**src/rtl/trap_sequencer.sv**
```systemverilog
// trap_sequencer: machine-mode trap controller sequencing CSR writes, PC redirect and pipeline flush
module trap_sequencer #(
  parameter int XLEN         = 32,
  parameter int FLUSH_CYCLES = 2,
  parameter int CNT_W        = 16
) (
  input  logic             i_clk,
  input  logic             i_rst_n,
  input  logic             i_ex_inst_addr,
  input  logic             i_ex_illegal,
  input  logic             i_ex_ebreak,
  input  logic             i_ex_ecall,
  input  logic             i_ex_st_addr,
  input  logic             i_ex_ld_addr,
  input  logic             i_mret,
  input  logic [XLEN-1:0]  i_PC,
  input  logic [XLEN-1:0]  i_badaddr,
  input  logic [XLEN-1:0]  i_tvec,
  input  logic [XLEN-1:0]  i_epc,
  output logic             o_csr_we,
  output logic [XLEN-1:0]  o_cause,
  output logic [XLEN-1:0]  o_epc,
  output logic [XLEN-1:0]  o_tval,
  output logic             o_redirect,
  output logic [XLEN-1:0]  o_target,
  output logic             o_flush,
  output logic             o_stall,
  output logic             o_busy,
  output logic [CNT_W-1:0] o_trap_cnt
);
  localparam int FW = FLUSH_CYCLES > 2 ? $clog2(FLUSH_CYCLES) : 1;
  typedef enum logic [1:0] {IDLE, WRITE, REDIRECT, FLUSH} state_t;
  state_t state;
  logic mret_mode;
  logic [FW-1:0] fcnt;
  logic [XLEN-1:0] cause, epc, tval, target, cause_n, tval_n;
  logic [CNT_W-1:0] trap_cnt;
  logic any_ex;
  assign any_ex = |{i_ex_inst_addr, i_ex_illegal, i_ex_ebreak, i_ex_ecall, i_ex_st_addr, i_ex_ld_addr};
  always_comb begin
    cause_n = i_ex_inst_addr ? XLEN'(0) : i_ex_illegal ? XLEN'(2) : i_ex_ebreak ? XLEN'(3) :
              i_ex_ecall ? XLEN'(11) : i_ex_st_addr ? XLEN'(6) : XLEN'(4);
    tval_n  = (cause_n == XLEN'(0) || cause_n == XLEN'(4) || cause_n == XLEN'(6)) ? i_badaddr : '0;
  end
  always_ff @(posedge i_clk or negedge i_rst_n)
    if (!i_rst_n) begin
      state     <= IDLE;
      mret_mode <= 1'b0;
      fcnt      <= '0;
      cause     <= '0;
      epc       <= '0;
      tval      <= '0;
      target    <= '0;
      trap_cnt  <= '0;
    end else
      case (state)
        IDLE:
          if (any_ex) begin
            cause     <= cause_n;
            epc       <= i_PC & ~XLEN'(3);
            tval      <= tval_n;
            mret_mode <= 1'b0;
            state     <= WRITE;
          end else if (i_mret) begin
            target    <= i_epc;
            mret_mode <= 1'b1;
            state     <= REDIRECT;
          end
        // mtvec is taken as it stands during the CSR write cycle
        WRITE: begin
          target <= i_tvec;
          state  <= REDIRECT;
        end
        REDIRECT: begin
          if (!mret_mode) trap_cnt <= trap_cnt + CNT_W'(1);
          fcnt  <= FW'(FLUSH_CYCLES - 2);
          state <= FLUSH_CYCLES > 1 ? FLUSH : IDLE;
        end
        FLUSH: begin
          fcnt  <= fcnt - FW'(1);
          state <= fcnt == '0 ? IDLE : FLUSH;
        end
        default: state <= IDLE;
      endcase
  assign o_csr_we   = state == WRITE;
  assign o_redirect = state == REDIRECT;
  assign o_flush    = state == REDIRECT || state == FLUSH;
  assign o_busy     = state != IDLE;
  assign o_stall    = o_busy || any_ex || i_mret;
  assign o_cause    = cause;
  assign o_epc      = epc;
  assign o_tval     = tval;
  assign o_target   = target;
  assign o_trap_cnt = trap_cnt;
endmodule

```
**config.mk**
```make
export PLATFORM = sky130hd
export DESIGN_NAME = trap_sequencer
export DESIGN_NICKNAME = d
export VERILOG_FILES = /design/src/rtl/trap_sequencer.sv
export SDC_FILE = /design/constraint.sdc
export NUM_CORES = 1
export LEC_CHECK = 0
export ABC_AREA = 1
export CAP_MARGIN = 40
export CORE_ASPECT_RATIO = 1.1
export CORE_MARGIN = 3
export CORE_UTILIZATION = 41
export CTS_BUF_LIST = sky130_fd_sc_hd__clkbuf_4 sky130_fd_sc_hd__clkbuf_8
export CTS_CLUSTER_DIAMETER = 150
export CTS_CLUSTER_SIZE = 30
export DETAILED_ROUTE_END_ITERATION = 8
export HOLD_SLACK_MARGIN = 0.15
export PLACE_DENSITY = 0.83
export SYNTH_ARGS = -nofsm -noshare
export SYNTH_HDL_FRONTEND = slang
export SYNTH_SLANG_ARGS = --single-unit
```
**constraint.sdc**
```tcl
create_clock -name i_clk -period 1.65 [get_ports i_clk]
set_input_delay 0.33 -clock i_clk [delete_from_list [all_inputs] [get_ports i_clk]]
set_output_delay 0.33 -clock i_clk [all_outputs]
set_load 0.01 [all_outputs]
```
# Word level (Yosys, flattened, before mapping)
# Index checks and enable logic that the tools add are counted.
# W data, S select, Z words.
# op_classes
add_sub_neg	2
n_eq_ne	8
n_mux	16
n_bitwise	1
n_reduce_logical	16
# op_table
operator	n
$mux W32	3
$pmux W32 S2	1
$logic_not A32 Y1	1
$add A16 B1 Y16 const B	1
$mux W4	4
$eq A4 B3 Y1 const B	2
$mux W2	4
$pmux W2 S4	1
$reduce_bool A2 Y1	4
$reduce_and A2 Y1	3
$reduce_or A6 Y1	1
$logic_or A1 B1 Y1	5
$eq A2 B2 Y1 const B	2
$ne A2 B2 Y1 const B	2
$ne A3 B3 Y1 const B	1
$reduce_and A3 Y1	1
$eq A2 B1 Y1 const B	1
$logic_not A2 Y1	1
$mux W1	2
$pmux W1 S2	1
$not A1 Y1	1
$sub A1 B1 Y1 const B	1
# word_totals
ff_bits	146

# Longest topological paths before layout
# Gate-level depths: netlist of the first run.
# depth
depth_word	9
depth_mapped	9

# Worst setup path after synthesis of the first run
# Ideal clock, no wire load.
# synth_path
path_kind	flip-flop to flip-flop
startpoint	register trap_cnt[1] (netlist: o_trap_cnt[1])
endpoint	register trap_cnt[6] (netlist: o_trap_cnt[6])
arrival_time_ps	1192
t_required_ps	1524
setup_slack_ps	332
stages_incl_launch_ff	6
synth_period_minus_slack_ps	1318
path_cell_list	dfrtp_1 > ha_1 > inv_1 > nor3_1 > nand2_1 > xnor2_1
# synth_between
elab_chain_cells	1
# synth_lines
element	line_no	rtl
start, declared	37	logic [CNT_W-1:0] trap_cnt;
start signal, assigned	75	if (!mret_mode) trap_cnt <= trap_cnt + CNT_W'(1);
$add A16 B1 Y16	75	
# Every way passes these cells.
# A chain may end at the register's enable or synchronous reset.

# Worst setup path after layout of the first run
# layout_path
startpoint	register state[1]
endpoint	output port o_stall
# layout_between
elab_chain_cells	3
# layout_lines
element	line_no	rtl
start, declared	33	state_t state;
start signal, assigned	77	state <= FLUSH_CYCLES > 1 ? FLUSH : IDLE;
start signal, assigned	81	state <= fcnt == '0 ? IDLE : FLUSH;
$reduce_bool A2 Y1	88	assign o_busy = state != IDLE;
$logic_or A1 B1 Y1 (2 in series)	89	assign o_stall = o_busy || any_ex || i_mret;
end, declared	27	output logic o_stall,
# Every way passes these cells.

==> results of run 1 <==
## power groups by stage
stage / Clock [mW] / Combinational (mW) / Sequential [mW]
after floorplan: 0 / 2.98 / 5.26
after global placement: 0 / 7.14 / 4.75
after detailed placement: 0 / 7.30 / 4.79
after CTS: 2.88 / 6.69 / 4.69
after global routing: 2.99 / 7.39 / 4.83
final: 2.82 / 6.67 / 4.69
## worst max-delay path: cells and delay by family (launching register included)
family | cells | cell delay, ns
buffers and inverters | 2 | 0.17
DFF | 1 | 0.42
and+or+nand+nor | 3 | 0.30
## layout make-up
class / instances / area [sq um] / area share
inverters: 23 / 88.8 / 0.0101
multi-input cells: 508 / 2220 / 0.252
repair buffers: 306 / 2910 / 0.331
clock inverters: 15 / 193 / 0.0219
flip-flops and latches: 118 / 2950 / 0.336
clock buffers: 17 / 234 / 0.0266
well taps: 157 / 196 / 0.0224
## flip-flops by register name, indices dropped and copies added, names as in the netlist
| register | cells |
|---|---|
| o_target | 32 |
| o_tval | 32 |
| o_epc | 30 |
| o_trap_cnt | 16 |
| o_cause | 4 |
| state | 2 |
| fcnt | 1 |
| mret_mode | 1 |
## final timing paths
path	end	slack, ns	cells past startpoint
max	o_stall	-0.005	5
min	o_tval[22]	0.35	2
max reg2reg	o_target[11]	0.11	10
min reg2reg	o_tval[30]	0.47	2
max in group asynchronous	o_target[16]	0.71	3
min in group i_clk	o_epc[4]	0.42	3
## synth_stat cells, drive strengths merged
cell type / count
a21oi: 1
buf: 61
clkbuf: 3
conb: 1
dfrtp: 118
ha: 1
inv: 23
nand2: 353
nand3: 73
nand3b: 2
nand4: 4
nor2: 22
nor3: 4
o211ai: 1
o21ai: 2
o21bai: 1
o31ai: 3
xnor2: 2
xor2: 9
## per-layer routing
layer	vias to the layer above	GRT usage	share of wire
li1	2643	-	-
met1	2438	0.246	0.37
met2	184	0.388	0.53
met3	39	0.0619	0.068
met4	0	0.0958	0.033
met5	-	0	0
## what timing repair did
action	in CTS	in global routing
pin swaps	1	4
hold buffers	1	0
setup buffers	12	3
gates resized for setup	142	11
endpoints found under the setup margin	119	40
hold endpoints to repair	103	0
## cells by family (layout without fill, tap and decap cells)
family	after synthesis	after routing
AND/OR/NAND/NOR	458	458
flip-flops	118	118
buffers and inverters	87	361
XOR/XNOR	11	11
AO/OA/AOI/OAI	8	8
adder cells (fa/ha/maj)	1	1
other	1	30
## per-stage QoR
step,std cells,utilization
final,1144,0.681
after global routing,1144,0.681
after CTS,1141,0.676
after detailed placement,1096,0.646
after global placement,1096,0.646
after floorplan,713,-
==> summary.md, run 1 <==
| Metric | Value |
|---|---|
| Crit Path Category | reg2out |
| First-pass GRT wire length | 25600 um |
| Initial antenna violation count | 0 |
| Yosys top cell area share | 0.533 |
| Maxcap violations | 0 |
| Most common cell after layout, fill and taps aside | nand2_1 |
| Hold WS | ~0.35 ns |
| Slowest-stage cell, CP | dfrtp_1 |
| Die area | about 15000 sq um |
| Switch Pwr | 5.58 mW |
| Largest net degree at the start of global routing | 52 |
| Most frequent cells in the layout | nand2_1, clkdlybuf4s50_1, dfrtp_1 |
| CTS H-tree depth | 4 |
| Sequential Power Share | 0.331 |
| Syn avg cell area | about 8.1 sq um |
| CTS Sinks | ~120 |
| Post-route DRC violation count | 0 |
| Sequential cell area fraction in the yosys report | 0.533 |
| Fraction of the mapped netlist area in adder cells | 0.00226 |
| Area Overhead vs Synth | 58.6% |
| Worst-path cell chain | nor2_4 -> inv_2 -> nor2_2 -> nand2_1 -> buf_6 |
| Hold Crit Class | in2async |
| Clock Tree Buf Depth | 2 |
| Seq cells post-synth | roughly 120 |
| Routability-driven placement congestion ratio | a little under 0.9 |
| Worst endpoint required time | ~1.3 ns |
| VDD IR-drop max | 0.913 mV |
| Post-DRT Antenna Nets | 0 |
| XOR/XNOR share of the synthesized area | 0.0174 |
| Fin. Hold Viols | 0 |
| Mux contribution to synthesized area | 0 |
| Post-route minimum period | between 1.5 and 2 ns |
| Synthesized-area fraction occupied by and/or/nand/nor cells | 0.342 |
| Crit. End Element | primary output |
| Clk slew on worst S/H paths | approximately 0.08 ns |
| Final Instance Area | 8790 sq um |
| Total Power | around 14 mW |
| Share of layout cells above drive strength 1 | 0.116 |
| Yosys warning count | 0 |
| Diodes inserted | 0 |
| Final Slew Violations | 0 |
| Mapped Cells | approximately 700 |
| # port buffers | approximately 250 |
| Post-synthesis compound-gate area fraction | 0.0104 |
| Ranking of synthesized cells by area | dfrtp_1, nand2_1, nand3_1 |
| Unique masters post-synth | 30 |
| RSZ-0062 raised after global routing | true |
| Leakage power | 4.83 nW |
| Routed vias/inst | roughly 4.6 |
| Total iterations of the first detailed-routing run | 4 |
| Period utilization | 1.00 |
| Vias in the first global route | approximately 5200 |
| Worst path max stage delay | between 0.4 and 0.5 ns |
| Status | finished, violations left |
| Final setup margin | -0.00525 ns |
| Clk_lat worst skew | around 0.43 ns |
| CTS tree | built |
| Remaining Overflow, GRT | 0 |
| Fin Clk Skew | between 0.006 and 0.007 ns |
| Comb pwr share | 0.470 |
| Hpwl dp | about 12000 um |
| Sw frac | 0.394 |
| Total Wirelength | ~16000 um |
| Root Driver | clkbuf_8 |
| Largest family of logic cells by synthesized area | simple AND/OR/NAND/NOR gates |
| Crit Path Max Fanout | 2 |
| WP data arrival | ~1.3 ns |
| FILL cells | 1079 |
| Die H | approximately 130 um |
| Critical Path Source | state[1] |
| Num CTS Buffers | 17 |
| Peak Freq | 604 MHz |
| Post-place setup slack | -0.478 ns |
| Clock Power Share | 0.199 |
| Post-synth top area cell | dfrtp_1 |
| Starting Density | 0.429 |
| Failing checks | negative setup slack |
| Top Ports | around 290 |
| Final setup viols | 1 |
| 1st-iter DRT viols | ~310 |
| Total GRT Usage | 0.220 |
| Vias after detailed routing | about 5300 |
| Core ar. | roughly 13000 sq um |
| Synth Cell Area | 5540 sq um |
| Final nets | 1112 |
| Placed instance area | between 8000 and 9000 sq um |
| PD cells | ~1600 nW/um^2 |
| Internal Power | ~8.6 mW |
| Setup TNS | -0.00525 ns |
| Start of the worst register-to-register path | state[0] |
| Crit start category | flop |
| Rows | 43 |
| Die X-Extent | between 100 and 150 um |
| Routed len/inst | 14.3 um |
(Power assumes the default switching activity.)
==> run 2, diff against run 1 <==
--- a/config.mk
+++ b/config.mk
@@ -5,11 +5,10 @@
 export SDC_FILE = /design/constraint.sdc
 export NUM_CORES = 1
 export LEC_CHECK = 0
-export ABC_AREA = 1
 export CAP_MARGIN = 40
 export CORE_ASPECT_RATIO = 1.1
 export CORE_MARGIN = 3
-export CORE_UTILIZATION = 41
+export CORE_UTILIZATION = 40
 export CTS_BUF_LIST = sky130_fd_sc_hd__clkbuf_4 sky130_fd_sc_hd__clkbuf_8
 export CTS_CLUSTER_DIAMETER = 150
 export CTS_CLUSTER_SIZE = 30
==> summary.md, run 2 <==
| Metric | Value |
|---|---|
| Status | finished, violations left |
| Failing checks | negative setup slack |
| Fin Clk Skew | around 0.018 ns |
| Critical Path Source | i_ex_ebreak |
| Most used cell, CP | buf_6 |
| Final Slew Violations | 0 |
| Post-DRT Antenna Nets | 0 |
| Routed len/inst | about 21 um |
| Synth Cell Area | about 5200 sq um |
| Maxcap violations | 0 |
| Post-route DRC violation count | 0 |
| Rows | 42 |
| Leakage power | approximately 4.5 nW |
| Start of the worst register-to-register path | state[1] |
| Post-synth top cells | dfrtp_1, nand2_1, o21ai_0, mux2_2, mux2i_1 |
| Starting Density | 0.418 |
| Total iterations of the first detailed-routing run | 5 |
| Ranking of synthesized cells by area | dfrtp_1, nand2_1, mux2_2 |
| Worst R2R Setup Slack | -0.08 ns |
| Routed vias/inst | approximately 5.1 |
| CTS Sinks | about 120 |
| PD cells | approximately 1800 nW/um^2 |
| Most common cell after layout, fill and taps aside | clkdlybuf4s50_1 |
| Crit start category | input pin |
| FFs w/ async S/R, synth | 1.00 |
| Post-synth top area cell | dfrtp_1 |
| Remaining Overflow, GRT | 0 |
| Hold Crit Class | in2reg |
| RSZ-0062 raised after global routing | true |
| Most common cell in the synthesized netlist | dfrtp_1 |
| Total GRT Usage | 0.238 |
| Period utilization | 1.10 |
| Clk_lat worst skew | 0.43 ns |
| Slowest-stage cell, CP | or4_4 |
| Yosys top cell area share | 0.572 |
| Die X-Extent | 114 um |
| Vias in the first global route | about 4900 |
| Syn avg cell area | approximately 11 sq um |
| Post-place setup slack | -0.851 ns |
| Total Power | between 15 and 20 mW |
| Worst Setup EP | o_epc[24] |
| Total Wirelength | roughly 19000 um |
| Crit Path Max Fanout | 5 |
| Hpwl dp | roughly 12000 um |
| VDD IR-drop max | ~1.1 mV |
| Worst endpoint required time | 1.97 ns |
| Yosys warning count | 0 |
| Slew @ Worst Pin | roughly 0.52 ns |
| Unique masters post-synth | 37 |
| Crit Path Category | in2reg |
| Main synth FF type | dfrtp_1 |
| Most frequent cells in the layout | clkdlybuf4s50_1, dfrtp_1, dlygate4sd2_1 |
| Clk slew on worst S/H paths | around 0.08 ns |
| WP data arrival | roughly 2.1 ns |
| Setup TNS | -5.62 ns |
| Initial antenna violation count | 0 |
| Area Overhead vs Synth | 79.3% |
| Top Ports | roughly 290 |
| Root Driver | clkbuf_8 |
| Fin. Hold Viols | 0 |
| Core ar. | 12300 sq um |
| Routability-driven placement congestion ratio | 0.821 |
| First-pass GRT wire length | 26400 um |
| CTS H-tree depth | 4 |
| Peak Freq | about 550 MHz |
| # port buffers | 253 |
| Num CTS Buffers | 17 |
| Post-route minimum period | ~1.8 ns |
| Die area | ~14000 sq um |
| Largest net degree at the start of global routing | 65 |
| Worst-path cell chain | buf_6 -> or4_4 -> buf_6 -> o31ai_4 -> buf_6 -> buf_8 -> clkbuf_16 -> mux2_4 |
| R2R Path End | o_cause[0] |
| Mapped Cells | roughly 470 |
| Crit. End Element | flop |
| Seq cells post-synth | around 120 |
| CTS tree | built |
| R2r worst-path depth | 9 |
| Diodes inserted | 0 |
| 1st-iter DRT viols | between 150 and 200 |
| Number of synthesized flops with an enable pin | 0 |
| Sequential cell area fraction in the yosys report | 0.572 |
| Final setup viols | 65 |
| Die H | roughly 130 um |
| Vias after detailed routing | ~4800 |
| Final setup margin | -0.170 ns |
| Worst path max stage delay | ~0.57 ns |
| Final nets | roughly 920 |
| Slew headroom | 0.649 |
| Share of layout cells above drive strength 1 | 0.262 |
| Clock Tree Buf Depth | 2 |
-- run 2: changes by cell type after synthesis, sizes merged, moves of 32 or more --
cell   before  now
nand3      73    4
mux2i       0   32
mux2        0   32
o21ai       2   65
nand2     353  102
-- run 2: critical path: cells and delay by family --
kind	cells	cell delay, ns
compound gates	1	0.20
mux	1	0.32
simple gates	1	0.57
buf+inv	5	0.71
-- run 2: area by class of cell --
cell class | instances | area, sq um
sequential | 118 | 2960
multi-input combinational | 324 | 2440
timing repair buffer | 313 | 3190
clock buffer | 20 | 275
inverter | 3 | 16.3
fill | 748 | 3090
tap | 154 | 193
clock inverter | 12 | 198
-- run 2: worst min path at each step --
stage                         startpoint    endpoint  cells past startpoint
after floorplan                  i_rst_n        fcnt                      0
after global placement           i_rst_n   o_epc[11]                      1
after detailed placement         i_rst_n   o_epc[11]                      1
after CTS                 i_ex_inst_addr  o_cause[1]                      3
after global routing      i_ex_inst_addr  o_cause[1]                      3
final                     i_ex_inst_addr  o_cause[1]                      3
-- run 2: per-stage QoR --
stage | hold slack (ns) | instances | area (sq um) | utilization
final | 0.222 | 944 | 9260 | 0.750
after global routing | 0.219 | 944 | 9260 | 0.750
after CTS | 0.205 | 933 | 8670 | 0.702
after detailed placement | 0.314 | 884 | 8060 | 0.653
after global placement | 0.301 | 884 | 8060 | 0.653
after floorplan | 0.0344 | 500 | 5340 | -
-- run 2: report_power, final --
| part | total, mW | leakage (nW) | internal, mW | switching, mW |
|---|---|---|---|---|
| combinational | 7.92 | 2.77 | 4.19 | 3.73 |
| sequential | 5.18 | 1.47 | 4.20 | 0.988 |
| clock | 3.16 | 0.235 | 1.92 | 1.24 |
-- run 2: logic make-up after synthesis --
group,count (synthesis),synth area share
flops,118,0.572
compound gates,75,0.0797
buf+inv,58,0.0731
fa+ha+maj,1,0.00242
simple gates,139,0.115
other cells,1,0.000726
xor+xnor,15,0.0254
mux,64,0.132
-- run 2: routing by layer --
metal / up-vias / wire length, um / track usage
met5: - / 0 / 0
met4: 0 / 903 / 0.0985
met3: 60 / 1720 / 0.0735
met2: 265 / 10100 / 0.424
met1: 2315 / 6800 / 0.258
li1: 2150 / - / -
-- run 2: timing repair --
| item | 4_1_cts | 5_1_grt |
|---|---|---|
| gates cloned | 4 | 8 |
| hold buffers | 1 | 0 |
| endpoints found under the setup margin | 215 | 76 |
| hold endpoints to repair | 25 | 0 |
| pin swaps | 3 | 40 |
| resized for setup | 187 | 126 |
| buffers inserted | 13 | 5 |
==> run 3, diff against run 2 <==
--- a/config.mk
+++ b/config.mk
@@ -14,6 +14,7 @@
 export CTS_CLUSTER_SIZE = 30
 export DETAILED_ROUTE_END_ITERATION = 8
 export HOLD_SLACK_MARGIN = 0.15
+export MAX_ROUTING_LAYER = met4
 export PLACE_DENSITY = 0.83
 export SYNTH_ARGS = -nofsm -noshare
 export SYNTH_HDL_FRONTEND = slang
==> summary.md, run 3 (same netlist as run 2, synthesis figures left out) <==
| Metric | Value |
|---|---|
| Die area | around 14000 sq um |
| Diodes inserted | 0 |
| Status | finished, violations left |
| Failing checks | negative setup slack |
| Hold WS | ~0.23 ns |
| Num CTS Buffers | 17 |
| Crit. End Element | flop |
| First-pass GRT wire length | 26300 um |
| Final setup viols | a little over 60 |
| Total Wirelength | ~19000 um |
| Worst R2R Setup Slack | -0.08 ns |
| WP data arrival | around 2.2 ns |
| Total Power | around 16 mW |
| Total GRT Usage | 0.245 |
| Worst Setup EP | o_tval[7] |
| Period utilization | 1.10 |
| Crit Path Max Fanout | 7 |
| Die H | 125 um |
| Internal Power | roughly 10 mW |
| Remaining Overflow, GRT | 0 |
| Final core occ | 0.738 |
| Worst path max stage delay | ~0.57 ns |
| Post-place setup slack | -0.851 ns |
| Most frequent cells in the layout | clkdlybuf4s50_1, dfrtp_1, dlygate4sd2_1 |
| Root Driver | clkbuf_8 |
| Routed vias/inst | between 5 and 6 |
| Final nets | around 910 |
| Die X-Extent | ~110 um |
| Final setup margin | -0.169 ns |
| Fin. Hold Viols | 0 |
| Comb pwr share | 0.480 |
| Fin Clk Skew | 0.0164 ns |
| Clk slew on worst S/H paths | approximately 0.070 ns |
| Worst endpoint required time | roughly 2.0 ns |
| # port buffers | around 250 |
| VDD IR-drop max | around 1.2 mV |
| Hold Crit Class | in2reg |
| Sequential Power Share | 0.321 |
| Metal3 WL | 1620 um |
| Post-route DRC violation count | 0 |
| Critical Path Source | i_ex_ebreak |
| R2R Path End | o_tval[7] |
| Initial antenna violation count | 0 |
| 1st-iter DRT viols | about 270 |
| Starting Density | 0.418 |
| Maxcap violations | 0 |
| Area of the multi-input gates | between 2000 and 2500 sq um |
| Top Ports | 286 |
| Final Slew Violations | 0 |
| Largest net degree at the start of global routing | 65 |
| Worst Path Buf+Inv | 6 |
| RSZ-0062 raised after global routing | true |
| Rows | 42 |
| Switch Pwr | approximately 5.7 mW |
| Post-route minimum period | about 1.8 ns |
| Highest routed layer | met4 |
| Crit start category | input pin |
| CTS tree | built |
| Core ar. | 12300 sq um |
| Most used cell, CP | buf_6 |
| Clock Tree Buf Depth | 2 |
| FILL cells | 780 |
| Leakage power | 4.39 nW |
| Sw frac | 0.363 |
| CTS H-tree depth | 4 |
| Crit Path Category | in2reg |
| Clock Power Share | 0.199 |
| Stages on the worst setup path | 10 |
| Most common cell after layout, fill and taps aside | clkdlybuf4s50_1 |
| FF/Latch Area | 2950 sq um |
| Slowest-stage cell, CP | or4_4 |
| Peak Freq | between 500 and 600 MHz |
| Routability-driven placement congestion ratio | roughly 0.83 |
| PD cells | ~1700 nW/um^2 |
| Area Overhead vs Synth | 76.4% |
| Total iterations of the first detailed-routing run | 5 |
| Share of layout cells above drive strength 1 | 0.243 |
| Routed len/inst | around 20 um |
| Vias after detailed routing | 4791 |
| Vias in the first global route | around 5000 |
| CTS Sinks | approximately 120 |
| Family with the most delay on the worst path | buffers and inverters |
| Final Instance Area | just over 9000 sq um |
| Wl on met1 | 6650 um |
| Start of the worst register-to-register path | state[1] |
| Post-DRT Antenna Nets | 0 |
| R2r worst-path depth | 10 |
| Placed instance area | just over 8000 sq um |
| Worst-path cell chain | buf_6 -> or4_4 -> buf_6 -> o31ai_4 -> buf_6 -> buf_8 -> clkbuf_16 -> clkbuf_16 -> nand2_1 -> o21ai_1 |
| Hpwl dp | 12100 um |
| Met2 wire len | 9830 um |
| Clk_lat worst skew | ~0.43 ns |
-- run 3: worst min path at each step --
stage | from | endpoint | slack [ns] | depth (start not counted)
4_1_cts | i_ex_inst_addr | o_cause[1] | 0.21 | 3
6_report | i_ex_inst_addr | o_cause[1] | 0.23 | 3
3_3_place_gp | i_rst_n | o_epc[11] | 0.30 | 1
2_1_floorplan | i_rst_n | fcnt | 0.03 | 0
3_5_place_dp | i_rst_n | o_epc[11] | 0.31 | 1
5_1_grt | i_ex_inst_addr | o_cause[1] | 0.21 | 3
-- run 3: power by group through the flow --
stage / logic, mW / registers (mW) / clock network (mW)
4_1_cts: 6.69 / 4.93 / 3.18
3_3_place_gp: 6.71 / 4.93 / 0
6_report: 7.60 / 5.09 / 3.14
3_5_place_dp: 6.94 / 5.02 / 0
2_1_floorplan: 2.52 / 5.51 / 0
5_1_grt: 8.11 / 5.24 / 3.34
-- run 3: layout make-up --
cell class,instances,area share
Timing Repair Buffer,310,0.345
Clock buffer,20,0.0302
Multi-Input combinational cell,324,0.256
Inverter,3,0.00151
Sequential cell,118,0.324
Tap cell,154,0.0211
Clock inverter,12,0.0217
-- run 3: worst register-to-register path: cells and delay by family, from the launching register on --
family | cells | cell delay, ns
buf+inv | 6 | 0.87
compound gates | 2 | 0.15
flops | 1 | 0.40
simple gates | 2 | 0.20
-- run 3: repair_timing --
| action | in CTS | in global routing |
|---|---|---|
| endpoints found under the setup margin | 215 | 76 |
| endpoints found under the hold margin | 25 | 0 |
| resized for setup | 187 | 91 |
| setup buffers | 13 | 1 |
| hold buffers | 1 | 0 |
| gates cloned | 4 | 8 |
| pin swaps | 3 | 17 |
-- run 3: per-stage QoR --
stage                     cells  setup TNS (ns)
final                       941           -4.33
after global placement      884          -66.45
after global routing        941           -6.38
after floorplan             500           -7.87
after CTS                   933           -2.39
after detailed placement    884          -69.30
-- run 3: routing by layer --
metal	global-route usage	up-vias
li1	-	2145
met1	0.261	2328
met2	0.425	278
met3	0.0720	40
met4	0.0943	0
met5	-	-
